### src/rtl/alu_result_stage.sv
// Registered output stage of the 8-bit ALU: 2-entry skid FIFO with status flags,
// accumulator write-back and a saturating stall counter. Define ALU_RESULT_PARITY_EN to store parity.
module alu_result_stage (
  input  logic       clk,
  input  logic       rst_n,
  input  logic       in_valid,
  output logic       in_ready,
  input  logic [7:0] in_data,
  input  logic [2:0] in_sel,
  input  logic       in_carry,
  input  logic       in_acc_wr,
  output logic       out_valid,
  input  logic       out_ready,
  output logic [7:0] out_data,
  output logic [2:0] out_sel,
  output logic [3:0] out_flags,
  output logic [7:0] acc,
  output logic [7:0] stall_cnt
);

  localparam int unsigned DATA_W = 8;
  localparam int unsigned SEL_W  = 3;
  localparam int unsigned CNT_W  = 2;
`ifdef ALU_RESULT_PARITY_EN
  localparam int unsigned FLAG_W = 4;
`else
  localparam int unsigned FLAG_W = 3;
`endif

  localparam logic [CNT_W-1:0]  CNT_EMPTY = CNT_W'(0);
  localparam logic [CNT_W-1:0]  CNT_FULL  = CNT_W'(2);
  localparam logic [DATA_W-1:0] STALL_MAX = {DATA_W{1'b1}};

  typedef struct packed {
    logic [SEL_W-1:0]  sel;
    logic [FLAG_W-1:0] flags;
    logic [DATA_W-1:0] data;
  } entry_t;

  entry_t            head_q, head_d;
  entry_t            tail_q, tail_d;
  entry_t            new_entry;
  logic [CNT_W-1:0]  count_q, count_d;
  logic [DATA_W-1:0] acc_q, acc_d;
  logic [DATA_W-1:0] stall_q, stall_d;
  logic              accept;
  logic              pop;

  assign in_ready  = (count_q != CNT_FULL);
  assign out_valid = (count_q != CNT_EMPTY);
  assign accept    = in_valid & in_ready;
  assign pop       = out_valid & out_ready;

  // Flags are captured at accept time, packed {P, C, N, Z} (P only when enabled).
  always_comb begin
    new_entry      = '0;
    new_entry.sel  = in_sel;
    new_entry.data = in_data;
`ifdef ALU_RESULT_PARITY_EN
    new_entry.flags = {^in_data, in_carry, in_data[DATA_W-1], (in_data == '0)};
`else
    new_entry.flags = {in_carry, in_data[DATA_W-1], (in_data == '0)};
`endif
  end

  // Head holds the oldest entry; unused slots are kept at zero so idle outputs read 0.
  always_comb begin
    head_d  = head_q;
    tail_d  = tail_q;
    count_d = count_q;
    unique case ({accept, pop})
      2'b10: begin
        if (count_q == CNT_EMPTY) head_d = new_entry;
        else                      tail_d = new_entry;
        count_d = count_q + CNT_W'(1);
      end
      2'b01: begin
        head_d  = tail_q;
        tail_d  = '0;
        count_d = count_q - CNT_W'(1);
      end
      2'b11: begin
        head_d = new_entry;
      end
      default: ;
    endcase
  end

  always_comb begin
    acc_d   = acc_q;
    stall_d = stall_q;
    if (accept && in_acc_wr) acc_d = in_data;
    if (out_valid && !out_ready && (stall_q != STALL_MAX)) stall_d = stall_q + DATA_W'(1);
  end

  always_ff @(posedge clk) begin
    if (!rst_n) begin
      head_q  <= '0;
      tail_q  <= '0;
      count_q <= CNT_EMPTY;
      acc_q   <= '0;
      stall_q <= '0;
    end else begin
      head_q  <= head_d;
      tail_q  <= tail_d;
      count_q <= count_d;
      acc_q   <= acc_d;
      stall_q <= stall_d;
    end
  end

  assign out_data  = head_q.data;
  assign out_sel   = head_q.sel;
`ifdef ALU_RESULT_PARITY_EN
  assign out_flags = head_q.flags;
`else
  assign out_flags = {1'b0, head_q.flags};
`endif
  assign acc       = acc_q;
  assign stall_cnt = stall_q;

endmodule

### config.mk
export PLATFORM = sky130hd
export DESIGN_NAME = alu_result_stage
export DESIGN_NICKNAME = d
export VERILOG_FILES = /design/src/rtl/alu_result_stage.sv
export SDC_FILE = /design/constraint.sdc
export NUM_CORES = 1
export LEC_CHECK = 0
export CORE_MARGIN = 8
export CORE_UTILIZATION = 45
export CTS_CLUSTER_DIAMETER = 50
export DETAILED_ROUTE_END_ITERATION = 6
export DONT_BUFFER_PORTS = 1
export GPL_TIMING_DRIVEN = 1
export SYNTH_ARGS = -nofsm -noshare
export SYNTH_HDL_FRONTEND = slang
export SYNTH_SLANG_ARGS = --single-unit
export TNS_END_PERCENT = 20
### constraint.sdc
create_clock -name clk -period 3.13 [get_ports clk]
set_input_delay 0 -clock clk [delete_from_list [all_inputs] [get_ports clk]]
set_output_delay 0 -clock clk [all_outputs]
set_load 0.005 [all_outputs]
==> results of run 1 <==
[cells in the mapped netlist (2+ instances only)]
cell / number / area (um^2)
nor2_1: 40 / 150
inv_1: 4 / 15.0
a211oi_1: 13 / 97.6
buf_4: 2 / 15.0
buf_2: 6 / 30.0
or4_1: 2 / 15.0
a21oi_1: 8 / 40.0
nand2b_1: 2 / 12.5
clkbuf_1: 5 / 18.8
xnor2_1: 2 / 17.5
nand3_1: 5 / 25.0
a22oi_1: 9 / 67.6
nor3_1: 4 / 20.0
ha_1: 4 / 50.1
a32oi_1: 3 / 26.3
dfxtp_1: 44 / 881
mux2i_1: 23 / 230
or3_1: 3 / 18.8
nand2_1: 4 / 15.0
xor2_1: 2 / 17.5
o21ai_0: 4 / 20.0
[report_power, final]
group,total [mW],switching (mW),internal [mW]
Sequential,0.793,0.108,0.685
Clock,0.464,0.182,0.282
Combinational,0.555,0.323,0.233
Total,1.81,0.613,1.20
[logic make-up (layout without fill, tap and decap cells)]
logic type / Yosys count / count (layout)
simple gates: 66 / 66
flops: 44 / 44
compound gates: 43 / 43
mux: 23 / 23
buf+inv: 19 / 32
fa+ha+maj: 4 / 4
xor+xnor: 4 / 4
other cells: 1 / 1
[routing by layer]
layer  track usage  vias up
met5             0        -
met4        0.0429        0
met3        0.0625        2
met2         0.209       58
met1         0.169      702
li1              -      750
[path summary, 6_finish.rpt]
kind / slack [ps] / cells past startpoint / start / endpoint
worst max-delay path: 560 / 8 / count_q[0] / out_flags[0]
worst min-delay path: 60 / 4 / in_data[2] / tail_q[8]
worst min register to register: 500 / 2 / tail_q[10] / tail_q[10]
worst max register to register: 560 / 8 / count_q[0] / out_flags[0]
[flip-flops by register name, indices dropped and copies added, names as in the netlist]
name / cells
acc: 8
tail_q: 13
stall_cnt: 8
out_flags: 3
out_data: 7
out_sel: 3
count_q: 2
[final cells by class]
type | count | area (um^2)
timing repair buffer | 18 | 170
sequential | 44 | 881
clock inverter | 1 | 30.0
clock buffer | 7 | 96.3
tap | 50 | 62.6
multi-input combinational | 141 | 916
fill | 369 | 1850
inverter | 6 | 22.5
[stage by stage]
step	hold WS (ps)	setup slack [ps]	area (um^2)	total power, mW
after floorplan	138	1180	1880	1.23
after global placement	150	1210	1910	1.32
after detailed placement	153	1100	1910	1.34
after CTS	53.3	545	2180	1.83
after global routing	119	241	2180	1.93
final	58.0	557	2180	1.81
[critical path, stage by stage, from the launching register on]
cell and delay, ps:
dfxtp_1 460, nand2b_1 230, nand2_1 120, ha_1 330, buf_4 240, nor4_1 370
a21oi_1 70, a21oi_1 140, dlygate4sd3_1 560
==> reports/qor.yml, run 1 <==
crit_fanout: 9
dp_cells: 245
setup_tns_ps: 0
slew_headroom: 0.511
critPathArrivalTime_ps: 2810
synth_compound_area_frac: 0.159
fmax_mhz: 389
synthXorXnorAreaFrac: 0.0186
tightest_slew_ps: 734
overflow: 0
fin_crit_sh: 0.822
numCtsBuffers: 5
clock-sinks: 44
die_h_um: 80.7
cts_tree: "done"
antenna-diode-count: 0
synthArstFlopShare: 0
place.port_buffers: 0
antenna_found_initial: 0
ys.warnings.count: 0
path_class: "reg -> reg"
grt_pass1_vias: 1448
finClkSkew_ps: 5.92
critPathRequiredTime_ps: 3370
power.density_nw_per_um2: 832
grt_first_pass_wirelength_mm: 7.00
drt_iter0_drc: 121
dieArea_um2: 6510
post_cts_buffers: 0
finalSetupViolations: 0
syn-instance-count: 204
top_layer_used: "met4"
core-area_um2: 4030
hp-class: "in -> reg"
detailroute.via_count: 1512
critPathLaunchType: "register"
gr-usage-all-layers: 0.138
final_hold_viol_count: 0
synth_flop_cell: "dfxtp_1"
rsz0062_at_grt: "false"
ys_types: 36
core.rowCount: 23
fin_util: 0.541
synthMuxAreaShare: 0.122
synth_simple_gate_area_frac: 0.157
ctsHoldBuffers: 14
cts_resized: 0
drc_errors: 0
yosys_register_bits: 44
synth_nets: 225
first_pass_iters: 4
root_buffer: "clkbuf_8"
final_layout_size_suffix_gt1_frac: 0.0691
met3WireLength_um: 480
fin_crit_ps: 2570
yosysSeqAreaShare: 0.468
nets: 237
io_pins: 50
met2_length_mm: 1.99
cap_violations: 0
p_leak_nw: 0.852
synth_edf_count: 0
syn_area_um2: 1880
die_w_um: 80.7
drv_slew: 0
synthAdderAreaFrac: 0.0266
status: "finished, final reports clean"
final_cell_mix: "dfxtp_1, nor2_1, mux2i_1, dlygate4sd3_1, a211oi_1"
clk_latency_ps: 290
syn_area_per_cell_um2: 9.23
grt_max_degree: 36
stdcell_count: 267
htree_levels: 2
postRouteAntennaNets: 0
wl_mm: 4.47
start_util: 0.467
wl_per_cell_um: 16.7
dp_hpwl_mm: 3.26
place.gp.congestion: 0.869
clockBufferDepth: 2
synth_top_family_by_area: "compound AO/OA/AOI/OAI gates"
syn2layout_area_growth_pct: 15.7
ir_drop_mv: 0.404
routedLengthMet1_mm: 1.97
final_common_cell: "dfxtp_1"
end_kind: "register"
vias_per_cell: 5.66
path_clk_slew_ps: 80
(Power assumes the default switching activity.)
==> inputs of run 2 (changes only) <==
==> constraint.sdc (replaced) <==
create_clock -name clk -period 2.1 [get_ports clk]
set_input_delay 0 -clock clk [delete_from_list [all_inputs] [get_ports clk]]
set_output_delay 0 -clock clk [all_outputs]
set_load 0.005 [all_outputs]
==> run 2 against run 1 <==
Critical path depth up 1. Via count rose by 3.6%. First-iteration DRC count down 2.5%. Sequential power grew 49%. Total power grew 43%.
==> reports/qor.yml, run 2 (synthesized netlist as in run 1, its figures left out) <==
status: "finished, final reports clean"
die_w_um: 80.7
nets: 239
gr-usage-all-layers: 0.149
syn2layout_area_growth_pct: 14.8
end_kind: "register"
postRouteAntennaNets: 0
finClkSkew_ps: 8.10
rsz0062_at_grt: "false"
clockBufferDepth: 2
clock-sinks: 44
grt_first_pass_wirelength_mm: 7.52
final_common_cell: "dfxtp_1"
cts_tree: "done"
worst_hold_slack_ps: 39.6
core.rowCount: 23
place_area_um2: 1930
drv_slew: 0
setup_tns_ps: 0
crit_top_cell: "inv_1"
worstHoldStart: "in_data[2]"
largest_reg_flops: 13
critical-path-top-delay-family: "buffers and inverters"
stdcell_count: 269
overflow: 0
antenna-diode-count: 0
regMostFlops: "tail_q"
post_cts_buffers: 0
tightest_slew_ps: 571
crit_buf_inv: 4
critPathLaunchType: "register"
power.density_nw_per_um2: 1200
die_h_um: 80.7
final_cell_mix: "dfxtp_1, nor2_1, mux2i_1, a211oi_1, dlygate4sd3_1"
path_clk_slew_ps: 90
vias_per_cell: 5.83
hp-class: "in -> reg"
first_pass_iters: 4
slowest_stage: "dfxtp_1"
final_layout_size_suffix_gt1_frac: 0.0822
fin_crit_ps: 1910
power_mw: 2.59
dp_cells: 248
antenna_found_initial: 0
start_util: 0.467
core-area_um2: 4030
clk_latency_ps: 300
final_hold_viol_count: 0
fin_area_um2: 2160
drc_errors: 0
htree_levels: 2
slew_headroom: 0.618
dp_slack_ps: 190
fin_ws_ps: 190
finalSetupViolations: 0
critPathRequiredTime_ps: 2300
grt_max_degree: 27
drt_iter0_drc: 118
wl_mm: 4.69
root_buffer: "clkbuf_8"
cap_violations: 0
detailroute.via_count: 1567
wl_per_cell_um: 17.4
path_class: "reg -> reg"
crit_start: "count_q[0]"
grt_pass1_vias: 1500
place.port_buffers: 0
numCtsBuffers: 5
place.gp.congestion: 0.842
p_leak_nw: 0.849
max_stage_delay_ps: 470
critPathArrivalTime_ps: 2110
fin_util: 0.536
io_pins: 50
dieArea_um2: 6510
path_cells: "nor2_2, inv_1, nand2_1, inv_2, ha_1, buf_4, inv_1, a32oi_1, nor2_1"
crit_fanout: 9
dp_hpwl_mm: 3.35
fillers: 387
fmax_mhz: 524
cts_resized: 0
fin_crit_sh: 0.909
r2r-start: "count_q[0]"
ir_drop_mv: 0.599
==> run 2: cell types whose count changed in the layout (fill, tap and decap cells not counted) <==
cell	before	now
clkbuf_8	7	6
dlygate4sd3_1	14	13
bufinv_16	1	0
buf_4	4	7
inv_6	0	1
clkinv_2	0	1
==> run 2: path summary, 6_finish.rpt <==
check / slack, ps / end / cells past startpoint
setup / recovery: 190 / tail_q[12] / 9
hold / removal: 40 / tail_q[8] / 4
setup reg to reg: 190 / tail_q[12] / 9
hold reg to reg: 490 / tail_q[11] / 2
==> run 2: tightest hold or removal path: stages <==
cell and delay [ps]:
or3_1 80, nor4_1 50, mux2i_1 130, nor2_1 50
==> run 2: layout make-up <==
cell class                 count  area (um^2)  area share
multi-input combinational    141          916       0.424
sequential                    44          881       0.408
timing repair buffer          20          183      0.0845
clock buffer                   6         82.6      0.0382
tap                           50         62.6      0.0290
inverter                       6         22.5      0.0104
clock inverter                 2         13.8     0.00637
==> run 2: power by group <==
group	total [mW]	switching [mW]	internal [mW]
Sequential	1.18	0.164	1.02
Clock	0.568	0.299	0.269
Combinational	0.834	0.483	0.351
Total	2.59	0.946	1.64
==> run 2: per-layer routing <==
metal	wire (um)	global-route usage	vias up
met4	111	0.0768	0
li1	-	-	751
met5	0	0	-
met1	1970	0.178	747
met3	493	0.0636	10
met2	2110	0.221	59
==> run 2: timing repair <==
| action | CTS | global route |
|---|---|---|
| endpoints found under the setup margin | 0 | 0 |
| hold buffers | 13 | 0 |
| hold endpoints to repair | 34 | 0 |
==> inputs of run 3 (changes only) <==
--- a/config.mk
+++ b/config.mk
@@ -5,6 +5,7 @@
 export SDC_FILE = /design/constraint.sdc
 export NUM_CORES = 1
 export LEC_CHECK = 0
+export CORE_ASPECT_RATIO = 1.75
 export CORE_MARGIN = 8
 export CORE_UTILIZATION = 45
 export CTS_CLUSTER_DIAMETER = 50
==> run 3 against run 2 <==
Combinational power increased by 0.6%. Worst hold slack worse by 7.8 ps. Critical path depth decreased by 2. Routed wire length down 0.41%. Utilization barely moved. Sequential share of layout area down 0.42 points. Total power rose by 4.1%. Critical endpoint is now out_flags[0]. Final cell count down 0.74%. Global-route usage down 0.068 points. Clock skew down 0.98 ps. Register-to-register slack barely moved. Sequential power is essentially flat.
==> reports/qor.yml, run 3 (synthesized netlist as in run 1, its figures left out) <==
core.rowCount: 31
grt_first_pass_wirelength_mm: 7.69
status: "finished, final reports clean"
hp-class: "in -> reg"
regMostFlops: "tail_q"
cts_tree: "done"
die_h_um: 102
detailroute.via_count: 1545
p_leak_nw: 0.849
drv_slew: 0
top_layer_used: "met4"
core-area_um2: 4070
fin_crit_ps: 1900
fmax_mhz: 526
dp_slack_ps: 199
syn2layout_area_growth_pct: 15.9
htree_levels: 2
vias_per_cell: 5.79
final_common_cell: "dfxtp_1"
critPathLaunchType: "register"
ir_drop_mv: 0.966
clockBufferDepth: 2
nets: 238
p_sw_uw: 951
fin_ws_ps: 197
final_hold_viol_count: 0
power.density_nw_per_um2: 1230
routedLengthMet1_mm: 1.58
rsz0062_at_grt: "false"
internal-power_mw: 1.74
end_kind: "register"
slew_headroom: 0.571
clock_power_share: 0.246
wl_per_cell_um: 17.5
wl_mm: 4.67
place.gp.congestion: 0.798
fin_crit_sh: 0.906
cap_violations: 0
worstHoldStart: "in_data[2]"
die_w_um: 64.9
root_buffer: "clkbuf_8"
place.port_buffers: 0
crit_fanout: 14
postRouteAntennaNets: 0
finalSetupViolations: 0
io_pins: 50
critPathRequiredTime_ps: 2340
met3WireLength_um: 412
antenna_found_initial: 0
antenna-diode-count: 0
clock-sinks: 44
path_clk_slew_ps: 90
finClkSkew_ps: 7.12
first_pass_iters: 4
final_cell_mix: "dfxtp_1, nor2_1, mux2i_1, a211oi_1, dlygate4sd3_1"
p_comb_frac: 0.312
largest_reg_flops: 13
numCtsBuffers: 5
path_class: "reg -> reg"
critPathArrivalTime_ps: 2140
p_seq_frac: 0.443
grt_pass1_vias: 1596
grt_max_degree: 27
sw_frac_of_total: 0.353
overflow: 0
tightest_slew_ps: 639
drt_iter0_drc: 70
gr-usage-all-layers: 0.148
drc_errors: 0
cts_resized: 0
start_util: 0.462
met2_length_mm: 2.59
setup_tns_ps: 0
dp_hpwl_mm: 3.38
final_layout_size_suffix_gt1_frac: 0.0780
r2r-start: "count_q[0]"
dieArea_um2: 6590
clk_latency_ps: 300
crit_start: "count_q[0]"
[run 3: power by group through the flow]
stage	sequential (mW)	clock [mW]	combinational (mW)
2_1_floorplan	1.14	0	0.692
3_3_place_gp	1.21	0	0.793
3_5_place_dp	1.22	0	0.818
4_1_cts	1.20	0.675	0.848
5_1_grt	1.23	0.711	0.941
6_report	1.19	0.662	0.839
[run 3: timing repair]
| item | CTS | global route |
|---|---|---|
| endpoints found under the hold margin | 34 | 0 |
| buffers inserted | 0 | 0 |
| hold buffers | 13 | 0 |
[run 3: final cells by class]
| cell class | instances | area, um^2 |
|---|---|---|
| sequential | 44 | 881 |
| timing repair buffer | 19 | 188 |
| inverter | 6 | 22.5 |
| tap | 49 | 61.3 |
| fill | 374 | 1890 |
| multi-input combinational | 141 | 916 |
| clock inverter | 3 | 46.3 |
| clock buffer | 5 | 68.8 |
[run 3: routing by layer]
| metal | global-route usage | vias up |
|---|---|---|
| li1 | - | 748 |
| met2 | 0.278 | 51 |
| met4 | 0.0557 | 0 |
| met3 | 0.0664 | 7 |
| met5 | 0 | - |
| met1 | 0.134 | 739 |
[run 3: through the flow]
stage	area [um^2]	power (mW)	utilization	std cells	hold WS (ps)
6_report	2180	2.69	0.536	267	31.8
5_1_grt	2180	2.88	0.536	267	58.0
4_1_cts	2180	2.72	0.536	267	30.1
3_5_place_dp	1940	2.03	0.476	246	157
3_3_place_gp	1940	2.00	0.476	246	146
2_1_floorplan	1880	1.83	-	204	138
[run 3: worst max-delay path: stages (launching register included)]
cell and delay [ps]:
dfxtp_1 480, nand2b_1 230, nand2_1 120, ha_1 270, buf_12 180, nor4_1 340
a21oi_1 80, a21oi_1 150
[run 3: worst paths after layout]
path | endpoint | slack (ps) | cells after the start
hold / removal | tail_q[8] | 30 | 4
setup / recovery | out_flags[0] | 200 | 7
setup reg to reg | out_flags[0] | 200 | 7
hold reg to reg | tail_q[10] | 500 | 2
